--- config.mk ---
export PLATFORM = sky130hd
export DESIGN_NAME = tdc_multichannel_encoder
export DESIGN_NICKNAME = d
export VERILOG_FILES = /design/src/rtl/tdc_pkg.sv /design/src/rtl/tdc_therm_encoder.sv /design/src/rtl/tdc_multichannel_encoder.sv
export SDC_FILE = /design/constraint.sdc
export NUM_CORES = 1
export LEC_CHECK = 0
export CAP_MARGIN = 20
export CORE_ASPECT_RATIO = 1.1
export CORE_MARGIN = 2
export CORE_UTILIZATION = 40
export DETAILED_ROUTE_END_ITERATION = 7
export MAX_ROUTING_LAYER = met4
export PLACE_DENSITY_LB_ADDON = 0.08
export SLEW_MARGIN = 20
export SYNTH_ARGS = -nofsm -noshare
export SYNTH_HDL_FRONTEND = slang
export SYNTH_HIERARCHICAL = 1
export SYNTH_SLANG_ARGS = --single-unit
export TNS_END_PERCENT = 1
--- constraint.sdc ---
create_clock -name sclk -period 2.71 [get_ports sclk]
set_input_delay 0.813 -clock sclk [delete_from_list [all_inputs] [get_ports sclk]]
set_output_delay 0.813 -clock sclk [all_outputs]
set_load 0.02 [all_outputs]
--- src/rtl/tdc_pkg.sv ---
// Shared types and width helpers for the multichannel TDC back-end.
package tdc_pkg;

    typedef enum logic [1:0] {
        ST_IDLE,
        ST_ARMED,
        ST_FLUSH
    } tdc_state_e;

    function automatic int unsigned fine_w(input int unsigned nr_taps);
        return $clog2(nr_taps + 2);
    endfunction

    function automatic int unsigned ch_w(input int unsigned nr_ch);
        return (nr_ch > 1) ? $clog2(nr_ch) : 1;
    endfunction

    function automatic int unsigned sum_w(input int unsigned nr_taps, input int unsigned nr_ch);
        return fine_w(nr_taps) + $clog2(nr_ch);
    endfunction

    // Record fields are sized for the largest supported configuration;
    // the top slices each field down to its own port width.
    localparam int unsigned REC_CH_W     = 8;
    localparam int unsigned REC_COARSE_W = 32;
    localparam int unsigned REC_FINE_W   = 8;

    typedef struct packed {
        logic [REC_CH_W-1:0]     ch;
        logic [REC_COARSE_W-1:0] coarse;
        logic [REC_FINE_W-1:0]   fine;
        logic                    avg;
    } tdc_rec_t;

endpackage

--- src/rtl/tdc_therm_encoder.sv ---
// Single-channel thermometer-to-binary encoder: counts leading ones from tap 0.
// Optional bubble filter enabled by macro TDC_BUBBLE_FIX_EN.
module tdc_therm_encoder
    import tdc_pkg::*;
#(
    parameter int unsigned NR_TAPS = 16
) (
    input  logic [NR_TAPS:0]             taps,
    output logic [fine_w(NR_TAPS)-1:0]   fine
);

    localparam int unsigned FINE_W = fine_w(NR_TAPS);

    logic [NR_TAPS:0] clean;

`ifdef TDC_BUBBLE_FIX_EN
    // Interior taps take a 3-tap majority vote; the two end taps pass through.
    always_comb begin
        clean = taps;
        for (int i = 1; i < NR_TAPS; i++) begin
            clean[i] = (taps[i-1] & taps[i]) | (taps[i] & taps[i+1]) | (taps[i-1] & taps[i+1]);
        end
    end
`else
    assign clean = taps;
`endif

    logic run;

    // NOTE: every variable written in always_comb gets a default first so no latch is inferred.
    always_comb begin
        fine = '0;
        run  = 1'b1;
        for (int i = 0; i <= NR_TAPS; i++) begin
            if (run && clean[i]) fine = fine + FINE_W'(1);
            else                 run  = 1'b0;
        end
    end

endmodule

--- src/rtl/tdc_multichannel_encoder.sv ---
// Multichannel TDC back-end: coarse counter, per-channel capture, round-robin
// record arbitration, averaging mode, show-ahead output FIFO and delay-trim shift chain.
module tdc_multichannel_encoder
    import tdc_pkg::*;
#(
    parameter int unsigned NR_CH         = 4,
    parameter int unsigned NR_TAPS       = 16,
    parameter int unsigned GATES_IN_CELL = 3,
    parameter int unsigned COARSE_W      = 12,
    parameter int unsigned FIFO_DEPTH    = 4
) (
    input  logic                                   sclk,
    input  logic                                   R,
    input  logic                                   start,
    input  logic                                   avg_mode,
    input  logic [NR_CH-1:0]                       hit,
    input  logic [NR_CH*(NR_TAPS+1)-1:0]           taps,
    input  logic                                   cfg_en,
    input  logic                                   sdata,
    output logic [NR_CH*NR_TAPS*GATES_IN_CELL-1:0] delay_ctrl,
    output logic                                   dout_valid,
    input  logic                                   dout_ready,
    output logic [ch_w(NR_CH)-1:0]                 dout_ch,
    output logic [COARSE_W-1:0]                    dout_coarse,
    output logic [fine_w(NR_TAPS)-1:0]             dout_fine,
    output logic                                   dout_avg,
    output logic                                   busy,
    output logic                                   timeout,
    output logic                                   ovf
);

    localparam int unsigned TAP_W  = NR_TAPS + 1;
    localparam int unsigned FINE_W = fine_w(NR_TAPS);
    localparam int unsigned CH_W   = ch_w(NR_CH);
    localparam int unsigned SUM_W  = sum_w(NR_TAPS, NR_CH);
    localparam int unsigned DC_W   = NR_CH * NR_TAPS * GATES_IN_CELL;
    localparam int unsigned PTR_W  = $clog2(FIFO_DEPTH);

    // ---------------- delay-control shift chain ----------------
    // NOTE: sequential state uses <= so every flop samples pre-edge values.
    always_ff @(posedge sclk or negedge R) begin
        if (!R)          delay_ctrl <= '0;
        else if (cfg_en) delay_ctrl <= {delay_ctrl[DC_W-2:0], sdata};
    end

    // ---------------- fine encoders ----------------
    logic [FINE_W-1:0] fine_code [NR_CH];

    for (genvar c = 0; c < NR_CH; c++) begin : g_enc
        tdc_therm_encoder #(.NR_TAPS(NR_TAPS)) u_enc (
            .taps (taps[c*TAP_W +: TAP_W]),
            .fine (fine_code[c])
        );
    end

    // ---------------- state ----------------
    tdc_state_e          state_q, state_d;
    logic [COARSE_W-1:0] cnt_q;
    logic [NR_CH-1:0]    seen_q, pend_q;
    logic                avg_q, avg_pend_q, ovf_q;
    logic [CH_W-1:0]     rr_ptr_q;
    logic [COARSE_W-1:0] ch_coarse_q [NR_CH];
    logic [FINE_W-1:0]   ch_fine_q   [NR_CH];

    logic             armed, cnt_max, capture, avg_done;
    logic [NR_CH-1:0] cap_mask, arb_clr;

    assign armed    = (state_q == ST_ARMED);
    assign cnt_max  = &cnt_q;
    // The saturation edge ends the window: hits arriving on it are discarded.
    assign capture  = armed && !cnt_max;
    assign cap_mask = hit & ~seen_q & {NR_CH{capture}};
    assign avg_done = avg_q && (|cap_mask) && (&(seen_q | cap_mask));

    // ---------------- round-robin arbiter ----------------
    logic            arb_valid;
    logic [CH_W-1:0] arb_ch;

    always_comb begin
        arb_valid = 1'b0;
        arb_ch    = '0;
        for (int i = 0; i < NR_CH; i++) begin
            if (!arb_valid && pend_q[rr_ptr_q + CH_W'(i)]) begin
                arb_valid = 1'b1;
                arb_ch    = rr_ptr_q + CH_W'(i);
            end
        end
    end

    assign arb_clr = arb_valid ? (NR_CH'(1) << arb_ch) : '0;

    // ---------------- record build ----------------
    logic [SUM_W-1:0]  fine_sum;
    logic [FINE_W-1:0] avg_fine;
    tdc_rec_t          push_rec;
    logic              push;

    always_comb begin
        fine_sum = '0;
        for (int c = 0; c < NR_CH; c++) fine_sum = fine_sum + SUM_W'(ch_fine_q[c]);
    end

    assign avg_fine = FINE_W'(fine_sum >> $clog2(NR_CH));

    always_comb begin
        push_rec = '0;
        if (avg_pend_q) begin
            push_rec.coarse = REC_COARSE_W'(ch_coarse_q[0]);
            push_rec.fine   = REC_FINE_W'(avg_fine);
            push_rec.avg    = 1'b1;
        end else begin
            push_rec.ch     = REC_CH_W'(arb_ch);
            push_rec.coarse = REC_COARSE_W'(ch_coarse_q[arb_ch]);
            push_rec.fine   = REC_FINE_W'(ch_fine_q[arb_ch]);
        end
    end

    // A start in the same cycle discards whatever was still pending.
    assign push = (arb_valid || avg_pend_q) && !start;

    // ---------------- FSM ----------------
    always_ff @(posedge sclk or negedge R) begin
        if (!R) state_q <= ST_IDLE;
        else    state_q <= state_d;
    end

    always_comb begin
        state_d = state_q;
        if (start) begin
            state_d = ST_ARMED;
        end else begin
            unique case (state_q)
                ST_IDLE:  state_d = ST_IDLE;
                ST_ARMED: if ((&seen_q) || cnt_max) state_d = ST_FLUSH;
                ST_FLUSH: if (pend_q == '0 && !avg_pend_q) state_d = ST_IDLE;
                default:  state_d = ST_IDLE;
            endcase
        end
    end

    always_comb begin
        busy    = (state_q != ST_IDLE);
        timeout = (state_q == ST_ARMED) && cnt_max;
    end

    // ---------------- FIFO control ----------------
    tdc_rec_t        fifo_mem [FIFO_DEPTH];
    logic [PTR_W-1:0] wr_ptr_q, rd_ptr_q;
    logic [PTR_W:0]   fifo_cnt_q;
    logic             fifo_full, pop, wr_en, drop;

    assign fifo_full = (fifo_cnt_q == (PTR_W+1)'(FIFO_DEPTH));
    assign dout_valid = (fifo_cnt_q != '0);
    assign pop   = dout_valid && dout_ready;
    assign wr_en = push && (!fifo_full || pop);
    assign drop  = push && fifo_full && !pop;

    // ---------------- measurement datapath ----------------
    always_ff @(posedge sclk or negedge R) begin
        if (!R) begin
            cnt_q      <= '0;
            seen_q     <= '0;
            pend_q     <= '0;
            avg_q      <= 1'b0;
            avg_pend_q <= 1'b0;
            ovf_q      <= 1'b0;
            rr_ptr_q   <= '0;
            for (int c = 0; c < NR_CH; c++) begin
                ch_coarse_q[c] <= '0;
                ch_fine_q[c]   <= '0;
            end
        end else if (start) begin
            cnt_q      <= '0;
            seen_q     <= '0;
            pend_q     <= '0;
            avg_q      <= avg_mode;
            avg_pend_q <= 1'b0;
            ovf_q      <= 1'b0;
        end else begin
            if (capture) cnt_q <= cnt_q + COARSE_W'(1);
            seen_q     <= seen_q | cap_mask;
            pend_q     <= (pend_q & ~arb_clr) | (avg_q ? '0 : cap_mask);
            avg_pend_q <= avg_done;
            if (drop)      ovf_q    <= 1'b1;
            if (arb_valid) rr_ptr_q <= arb_ch + CH_W'(1);
            for (int c = 0; c < NR_CH; c++) begin
                if (cap_mask[c]) begin
                    ch_coarse_q[c] <= cnt_q;
                    ch_fine_q[c]   <= fine_code[c];
                end
            end
        end
    end

    assign ovf = ovf_q;

    // ---------------- FIFO storage ----------------
    // NOTE: the small record memory is reset so dout fields read 0 out of reset.
    always_ff @(posedge sclk or negedge R) begin
        if (!R) begin
            wr_ptr_q   <= '0;
            rd_ptr_q   <= '0;
            fifo_cnt_q <= '0;
            for (int i = 0; i < FIFO_DEPTH; i++) fifo_mem[i] <= '0;
        end else begin
            if (wr_en) begin
                fifo_mem[wr_ptr_q] <= push_rec;
                wr_ptr_q           <= wr_ptr_q + PTR_W'(1);
            end
            if (pop) rd_ptr_q <= rd_ptr_q + PTR_W'(1);
            unique case ({wr_en, pop})
                2'b10:   fifo_cnt_q <= fifo_cnt_q + (PTR_W+1)'(1);
                2'b01:   fifo_cnt_q <= fifo_cnt_q - (PTR_W+1)'(1);
                default: fifo_cnt_q <= fifo_cnt_q;
            endcase
        end
    end

    tdc_rec_t head;
    assign head        = fifo_mem[rd_ptr_q];
    assign dout_ch     = head.ch[CH_W-1:0];
    assign dout_coarse = head.coarse[COARSE_W-1:0];
    assign dout_fine   = head.fine[FINE_W-1:0];
    assign dout_avg    = head.avg;

    logic unused_rec_pad;
    assign unused_rec_pad = ^{head.ch[REC_CH_W-1:CH_W],
                              head.coarse[REC_COARSE_W-1:COARSE_W],
                              head.fine[REC_FINE_W-1:FINE_W]};

endmodule

# After elaboration in Yosys (flattened, before gate mapping)
# Cells that the tools add are included.
[op_classes] multipliers=0 magnitude_cmp=8 n_div=0 shift=1 bitwise=11 reduce_logical=105 eq_ne=7 add_sub_neg=76 n_mux=177
[ops] operator="5-bit 2-to-1 mux" count=66
[ops] operator="5-bit by 1-bit adder with 5-bit output (second input constant)" count=64
[ops] operator="196-bit bitwise mux" count=1
[ops] operator="49-bit binary-select mux with 2-bit select" count=1
[ops] operator="49-bit demux with 2-bit select" count=1
[ops] operator="43-bit 2-to-1 mux" count=2
[ops] operator="1-bit 2-to-1 mux" count=80
[ops] operator="1-bit logical AND" count=78
[ops] operator="49-bit 2-to-1 mux" count=1
[ops] operator="12-bit 2-to-1 mux" count=4
[ops] operator="12-bit binary-select mux with 2-bit select" count=1
[ops] operator="20-bit 2-to-1 mux" count=1
[ops] operator="2-bit 2-to-1 mux" count=8
[ops] operator="4-bit 2-to-1 mux" count=4
[ops] operator="12-bit by 1-bit adder with 12-bit output (second input constant)" count=1
[ops] operator="4-bit AND" count=3
[ops] operator="2-bit by 3-bit less-than comparator with 1-bit output (second input constant)" count=4
[ops] operator="12-bit AND reduction" count=1
[ops] operator="2-bit AND reduction" count=6
[ops] operator="5-bit binary-select mux with 2-bit select" count=1
[ops] operator="3-bit >= comparator (second input constant)" count=3
[ops] operator="2-bit inverter with 3-bit output" count=3
[ops] operator="2-bit by 1-bit adder with 2-bit output (second input constant)" count=4
[ops] operator="1-bit binary-select mux with 2-bit select" count=4
[ops] operator="other kinds (25)" count=43
[word_totals] ramBits=0 wordCells=421 mem_bits_ro=0 regBits=490 latch_bits=0 output_inout_bits=216 inputBits=79 n_memories=0

# Depth between registers and ports, before layout
# Gate-level depths: netlist of run 1.
[logic_depth] depth_word=33 depth_mapped=43

# Modules after synthesis
# The synthesis of run 1 kept the hierarchy.
[modules_own_cells] mod="tdc_multichannel_encoder" cells_each=1200 area_per_inst_um2=15851.5 instances=1 seq_area_each_um2=9359.0
[modules_own_cells] mod="tdc_therm_encoder" cells_each=278 area_per_inst_um2=1994.4 instances=4 seq_area_each_um2=0.0

# Worst setup path after synthesis of run 1
# Ideal clock, no wire load.
[synth_timing] kind="input to register" start="input taps[51]" end="register ch_fine_q[4] (netlist name)" stages=41 slack_ns=-3.567 n_path_buf=0 required_ns=2.578 arrival_ns=6.145 cell_sequence="inv_1 a21oi_1 ha_1 nor2_1 nor2_1 ha_1 inv_1 mux2i_1 a21oi_1 ha_1 nand2_1 o21ai_0 o21bai_1 nand2b_1 o21a_1 ha_1 mux2i_1 nand2_1 (+5 left out) o21ai_0 ha_1 nand2_1 o221ai_1 o211ai_1 nand3_1 o211ai_1 o211ai_1 ha_1 nand2_1 nor2_1 and2_1 and3b_1 o21ai_2 nand3_2 xnor2_1 nand2_1 o21ai_0"
[synth_rtl] element="start: declaration" line_no="tdc_multichannel_encoder.sv:17" rtl="input logic [NR_CH*(NR_TAPS+1)-1:0] taps,"
[synth_rtl] element="end signal: indexed assignment" line_no="tdc_multichannel_encoder.sv:189" rtl="ch_fine_q[c] <= fine_code[c];"
[synth_rtl] element="end: declaration" line_no="tdc_multichannel_encoder.sv:63" rtl="logic [FINE_W-1:0] ch_fine_q [NR_CH];"

==> flow_metrics.env, run 1 <==
export IMPL_placed_cells=3769
export IMPL_finalMaxSlewViolations=0
export IMPL_worst_pin_slew_ns=0.705
export IMPL_die_area_mm2=0.0615
export IMPL_ant_nets=0
export IMPL_synth_edf_count=0
export IMPL_setup_violations_final=46
export IMPL_critical_path_required_ns=3.17
export IMPL_drt_first_iter_violations=948
export IMPL_fmax_mhz=161
export IMPL_synth_cells=2312
export IMPL_finalWirelength_um=63800
export IMPL_tns_ns=-54.75
export IMPL_post_drt_wl_per_cell_um=16.4
export IMPL_root_buffer="clkbuf_16"
export IMPL_setup_slack_ns=-3.49
export IMPL_worstPathMaxFanout=4
export IMPL_critPathLaunchType="input pin"
export IMPL_post_synth_top_count_cell="dfrtp_1"
export IMPL_yosysTopAreaCell="dfrtp_1"
export IMPL_grt_pass1_vias=20253
export IMPL_peakVddDrop_uv=371
export IMPL_hp_class="input pin to async pin"
export IMPL_synth_area_top_cells="dfrtp_1 (39%), mux2_2 (11%), nand2_1 (4.2%)"
export IMPL_fin_crit_ns=6.20
export IMPL_grt_pass1_wl_um=104000
export IMPL_path_buf_inv=4
export IMPL_regToRegStartpoint="ch_fine_q[7]"
export IMPL_die_y_um=260
export IMPL_holdBufCountCts=0
export IMPL_ys_seq_area_frac=0.393
export IMPL_final_cell_area_mm2=0.0340
export IMPL_p_comb_frac=0.354
export IMPL_r2r_cells=11
export IMPL_syn_avg_cell_area_um2=10.3
export IMPL_netlist_top_cells_count="dfrtp_1 (374), nand2_1 (264), mux2_2 (234), nor2_1 (102), inv_1 (97)"
export IMPL_seqPwrFrac=0.368
export IMPL_die_x_um=237
export IMPL_diodes=0
export IMPL_drt_pass1_iterations=5
export IMPL_cpLargestDelayFamily="compound AO/OA/AOI/OAI gates"
export IMPL_overflow=0
export IMPL_sw_frac_of_total=0.327
export IMPL_num_nets_final=3268
export IMPL_fin_worst_hold_slack_ns=0.213
export IMPL_end_kind="flop"
export IMPL_pin_count=295
export IMPL_cts_tree="built"
export IMPL_p_leak_nw=15.7
export IMPL_cts_buffers=38
export IMPL_h_tree_depth=2
export IMPL_placed_cell_area_mm2=0.0315
export IMPL_slew_headroom=0.527
export IMPL_internal_power_mw=12.8
export IMPL_start_util=0.406
export IMPL_maxCapViolCount=0
export IMPL_layout_drive_gt1_share=0.367
export IMPL_nFillCells=5022
export IMPL_coreArea_mm2=0.0588
export IMPL_reg2reg_slack_ns=-0.24
export IMPL_syn_area_mm2=0.0238
export IMPL_rows=93
export IMPL_track_usage=0.209
export IMPL_cts_sinks=374
export IMPL_portBuffers=294
export IMPL_final_cells=3892
export IMPL_synth_seq_cells=374
export IMPL_gp_congestion=0.856
export IMPL_clkPwrFrac=0.278
export IMPL_status="complete, but fails checks"
export IMPL_worst_path_max_delay_cell="ha_1"
export IMPL_antenna_found_initial=0
export IMPL_finalHoldViolCount=0
export IMPL_crit_arrival_ns=6.65
export IMPL_syn_nets=2476
export IMPL_p_per_area_mw_per_mm2=560
export IMPL_dp_hpwl_um=48600
export IMPL_fin_crit_sh=2.29
export IMPL_skew_ns=0.0129
export IMPL_cts_max_path_buffers=3
export IMPL_grt_start_max_net_pins=63
export IMPL_rsz0062_at_grt="yes"
export IMPL_p_sw_mw=6.23
export IMPL_clk_latency_ns=0.54
export IMPL_dp_slack_ns=-4.66
export IMPL_area_growth_synth_to_final_pct=42.6
export IMPL_path_clk_slew_ns=0.06
export IMPL_post_drt_via_cell_ratio=5.25
export IMPL_worst_setup_path_type="input pin to flop"
export IMPL_reg2reg_to="fifo_mem[151]"
export IMPL_drcViolationCount=0
export IMPL_crit_path_frequent_cell="ha_1"
export IMPL_yosys_most_used_dff="dfrtp_1"
export IMPL_synthArstFlopShare=1.00
export IMPL_yosysUniqueCellTypes=88
export IMPL_ys_warn_count=6
export IMPL_violations="negative setup slack"
export IMPL_yosysTopAreaCellShare=0.393
export IMPL_vias=20438
export IMPL_critPathMaxStageDelay_ns=0.33
==> metrics by stage <==
step                total power [mW]   util
floorplan                       10.6      -
global placement                13.4  0.535
detailed placement              13.6  0.535
CTS                             19.1  0.568
global route                    20.1  0.578
finish                          19.0  0.578
==> power by group through the flow <==
stage	clock, mW	sequential [mW]	combinational [mW]
after CTS	5.45	7.01	6.61
after detailed placement	0	7.11	6.48
after floorplan	0	7.19	3.42
after global placement	0	7.04	6.37
final	5.28	7.00	6.74
after global routing	5.65	7.12	7.35
==> layout by cell type, fill, tap and decap left out, types with 47 or more instances in the layout <==
cell type / count
mux2_2: 233
ha_1: 53
o31ai_1: 49
buf_4: 526
clkdlybuf4s50_1: 250
o21ai_0: 59
inv_1: 80
xnor2_1: 60
o211ai_1: 51
nand3_1: 53
nand2_1: 250
nor2_1: 87
and2_1: 47
a21oi_1: 49
dfrtp_1: 374
==> per-layer routing <==
metal | global-route usage | up-vias | wire length, µm | part of all wire
met5 | - | - | 0 | 0
met4 | 0.0557 | 0 | 1430 | 0.022
met3 | 0.0196 | 89 | 1840 | 0.029
met2 | 0.356 | 377 | 31400 | 0.49
met1 | 0.268 | 9966 | 29100 | 0.46
li1 | - | 10006 | - | -
==> kinds of logic (layout without fill, tap and decap cells) <==
kind of cell	count (synthesis)	after routing	synth area share
buffers and inverters	208	1028	0.0354
adder cells (fa/ha/maj)	89	89	0.0498
XOR/XNOR	116	116	0.0571
AND/OR/NAND/NOR	751	751	0.167
AO/OA/AOI/OAI	450	450	0.133
multiplexers	324	324	0.165
flip-flops	374	374	0.393
==> flip-flops by register name, summed over array words and instances, names as in the netlist <==
name	count
delay_ctrl	192
ovf	1
rd_ptr_q	2
fifo_cnt_q	3
avg_q	1
ch_fine_q	20
rr_ptr_q	2
state_q	2
cnt_q	12
seen_q	4
wr_ptr_q	2
avg_pend_q	1
fifo_mem	80
pend_q	4
ch_coarse_q	48
==> repair_timing <==
action / CTS / global route
endpoints found under the setup margin: 62 / 61
pin swaps: 135 / 128
setup buffers: 36 / 19
resized for setup: 260 / 109
gates cloned: 0 / 0
==> worst max-delay path by stage <==
stage	startpoint	to	slack (ns)	cells past startpoint
2_1_floorplan	taps[17]	ch_fine_q[14]	-3.48	41
3_3_place_gp	taps[34]	ch_fine_q[9]	-4.45	42
3_5_place_dp	taps[51]	ch_fine_q[2]	-4.66	42
4_1_cts	taps[53]	ch_fine_q[2]	-3.51	42
5_1_grt	taps[1]	ch_fine_q[17]	-3.86	42
6_report	taps[1]	ch_fine_q[19]	-3.49	39
==> cell type report <==
class	count	area, µm²	share of cell area
repair buffers	862	7560	0.222
well taps	760	951	0.0280
clock buffers	61	1150	0.0338
multi-input cells	1730	14500	0.426
clock inverters	7	108	0.00317
inverters	98	373	0.0110
flip-flops and latches	374	9360	0.275
Note: power is estimated with default switching activity, not from simulation.
==> inputs of run 2 (changes only) <==
--- a/config.mk
+++ b/config.mk
@@ -8,7 +8,7 @@
 export CAP_MARGIN = 20
 export CORE_ASPECT_RATIO = 1.1
 export CORE_MARGIN = 2
-export CORE_UTILIZATION = 40
+export CORE_UTILIZATION = 25
 export DETAILED_ROUTE_END_ITERATION = 7
 export MAX_ROUTING_LAYER = met4
 export PLACE_DENSITY_LB_ADDON = 0.08
==> run 2 against run 1 <==
  * The run still ends with negative setup slack left
  * Worst setup slack better by 0.039 ns
  * Sequential share of layout area down 0.55 points
  * Sequential power about the same
  * Highest routed layer unchanged
==> flow_metrics.env, run 2 (synthesis gave the netlist of run 1 again) <==
export IMPL_worstSetupStartpoint="taps[2]"
export IMPL_regToRegStartpoint="ch_fine_q[6]"
export IMPL_start_util=0.253
export IMPL_nFillCells=9443
export IMPL_grt_start_max_net_pins=67
export IMPL_final_cell_mix="buf_4 (543), dfrtp_1 (374), clkdlybuf4s50_1 (250)"
export IMPL_dp_slack_ns=-4.72
export IMPL_grt_pass1_wl_um=115000
export IMPL_worst_setup_path_type="input pin to flop"
export IMPL_cts_max_path_buffers=3
export IMPL_multiInputGateArea_mm2=0.0144
export IMPL_reg2reg_to="fifo_mem[4]"
export IMPL_largest_reg_flops=192
export IMPL_worst_path_max_delay_cell="ha_1"
export IMPL_final_common_cell="buf_4"
export IMPL_endpoint="ch_fine_q[19]"
export IMPL_p_leak_nw=15.7
export IMPL_crit_path_frequent_cell="buf_4"
export IMPL_h_tree_depth=2
export IMPL_coreArea_mm2=0.0943
export IMPL_dp_hpwl_um=53800
export IMPL_worst_path_stages=41
export IMPL_die_x_um=298
export IMPL_rows=118
export IMPL_r2r_cells=11
export IMPL_finalWirelength_um=70600
export IMPL_area_sequential_mm2=0.00936
export IMPL_path_buf_inv=10
export IMPL_reg_largest_list="delay_ctrl (192), fifo_mem (80), ch_coarse_q (48)"
export IMPL_reg2reg_slack_ns=-0.21
export IMPL_root_buffer="clkbuf_16"
export IMPL_cts_buffers=41
export IMPL_critPathMaxStageDelay_ns=0.31
export IMPL_setup_slack_ns=-3.45
export IMPL_p_per_area_mw_per_mm2=566
export IMPL_drt_pass1_iterations=5
export IMPL_portBuffers=294
export IMPL_p_total_mw=19.6
export IMPL_num_nets_final=3276
export IMPL_crit_arrival_ns=6.60
export IMPL_overflow=0
export IMPL_path_clk_slew_ns=0.06
export IMPL_slew_headroom=0.504
export IMPL_antenna_found_initial=1
export IMPL_clk_latency_ns=0.57
export IMPL_drt_first_iter_violations=805
export IMPL_die_y_um=328
export IMPL_pin_count=295
export IMPL_vias=20240
export IMPL_post_drt_wl_per_cell_um=16.0
export IMPL_largest_register="delay_ctrl"
export IMPL_track_usage=0.148
export IMPL_worstPathMaxFanout=3
export IMPL_skew_ns=0.0198
export IMPL_end_kind="flop"
export IMPL_fin_crit_ns=6.16
export IMPL_die_area_mm2=0.0978
export IMPL_fin_crit_sh=2.27
export IMPL_rsz0062_at_grt="yes"
export IMPL_fmax_mhz=162
export IMPL_hp_class="input pin to async pin"
export IMPL_area_growth_synth_to_final_pct=45.5
export IMPL_holdBufCountCts=0
export IMPL_cpLargestDelayFamily="adder cells"
export IMPL_violations="negative setup slack"
export IMPL_cts_tree="built"
export IMPL_gp_congestion=0.785
export IMPL_status="complete, but fails checks"
export IMPL_post_drt_via_cell_ratio=4.59
export IMPL_finalMaxSlewViolations=0
export IMPL_peakVddDrop_uv=644
export IMPL_layout_drive_gt1_share=0.365
export IMPL_setup_violations_final=53
export IMPL_grt_pass1_vias=20985
export IMPL_maxCapViolCount=0
export IMPL_drcViolationCount=0
export IMPL_critical_path_required_ns=3.15
export IMPL_critPathLaunchType="input pin"
export IMPL_finalHoldViolCount=0
export IMPL_ant_nets=0
export IMPL_cts_sinks=374
export IMPL_worst_pin_slew_ns=0.739
==> run 2: changes by cell type in the layout (fill, tap and decap cells not counted), moves of 4 or more <==
cell	before	now
clkbuf_1	13	9
nor2_2	9	5
buf_4	526	543
buf_6	34	23
clkinv_2	2	7
nor2_1	87	93
dlygate4sd2_1	6	17
==> run 2: power by group <==
part	switching, mW	leakage (nW)	internal (mW)
combinational	3.60	9.95	3.18
sequential	0.545	5.07	6.46
clock	2.42	0.680	3.42
total	6.56	15.7	13.1
==> run 2: worst min path at each step <==
stage	startpoint	end	slack [ns]	depth (start not counted)
2_1_floorplan	fifo_mem[58]	fifo_mem[58]	0.44	2
3_3_place_gp	fifo_mem[65]	fifo_mem[65]	0.45	2
3_5_place_dp	fifo_mem[59]	fifo_mem[59]	0.46	2
4_1_cts	R	delay_ctrl[0]	0.10	1
5_1_grt	R	delay_ctrl[9]	0.13	1
6_report	R	delay_ctrl[9]	0.14	1
==> run 2: worst reg2reg max path: cells and delay by family, from the launching register on <==
kind,cells,cell delay [ns]
simple gates,1,0.27
xor+xnor,1,0.14
flops,1,0.36
buf+inv,2,0.24
compound gates,4,0.51
fa+ha+maj,3,1.27
==> run 2: metrics by stage <==
stage               setup TNS (ns)  area (µm²)  hold WS [ns]   util  std cells
floorplan                   -53.32       23900         0.443      -       2312
global placement            -81.33       32200         0.455  0.341       4285
detailed placement          -83.29       32200         0.462  0.341       4285
CTS                         -59.73       34300         0.104  0.363       4394
global route                -69.33       34700         0.126  0.368       4405
finish                      -56.72       34700         0.144  0.368       4405
==> run 2: layout make-up <==
| cell class | instances | area share |
|---|---|---|
| clock buffer | 57 | 0.0337 |
| sequential | 374 | 0.270 |
| multi-input combinational | 1730 | 0.416 |
| timing repair buffer | 867 | 0.217 |
| tap | 1260 | 0.0455 |
| inverter | 98 | 0.0108 |
| antenna | 1 | 0.0000722 |
| clock inverter | 18 | 0.00675 |
==> run 2: layer usage <==
layer / track usage / vias to the layer above / share of wire
li1: - / 9996 / -
met1: 0.188 / 9787 / 0.46
met2: 0.246 / 363 / 0.48
met3: 0.0188 / 94 / 0.033
met4: 0.0423 / 0 / 0.026
met5: - / - / 0
==> run 2: what timing repair did <==
item / 4_1_cts / 5_1_grt
buffers inserted: 34 / 10
pin swaps: 148 / 85
endpoints found under the setup margin: 63 / 62
resized for setup: 258 / 63
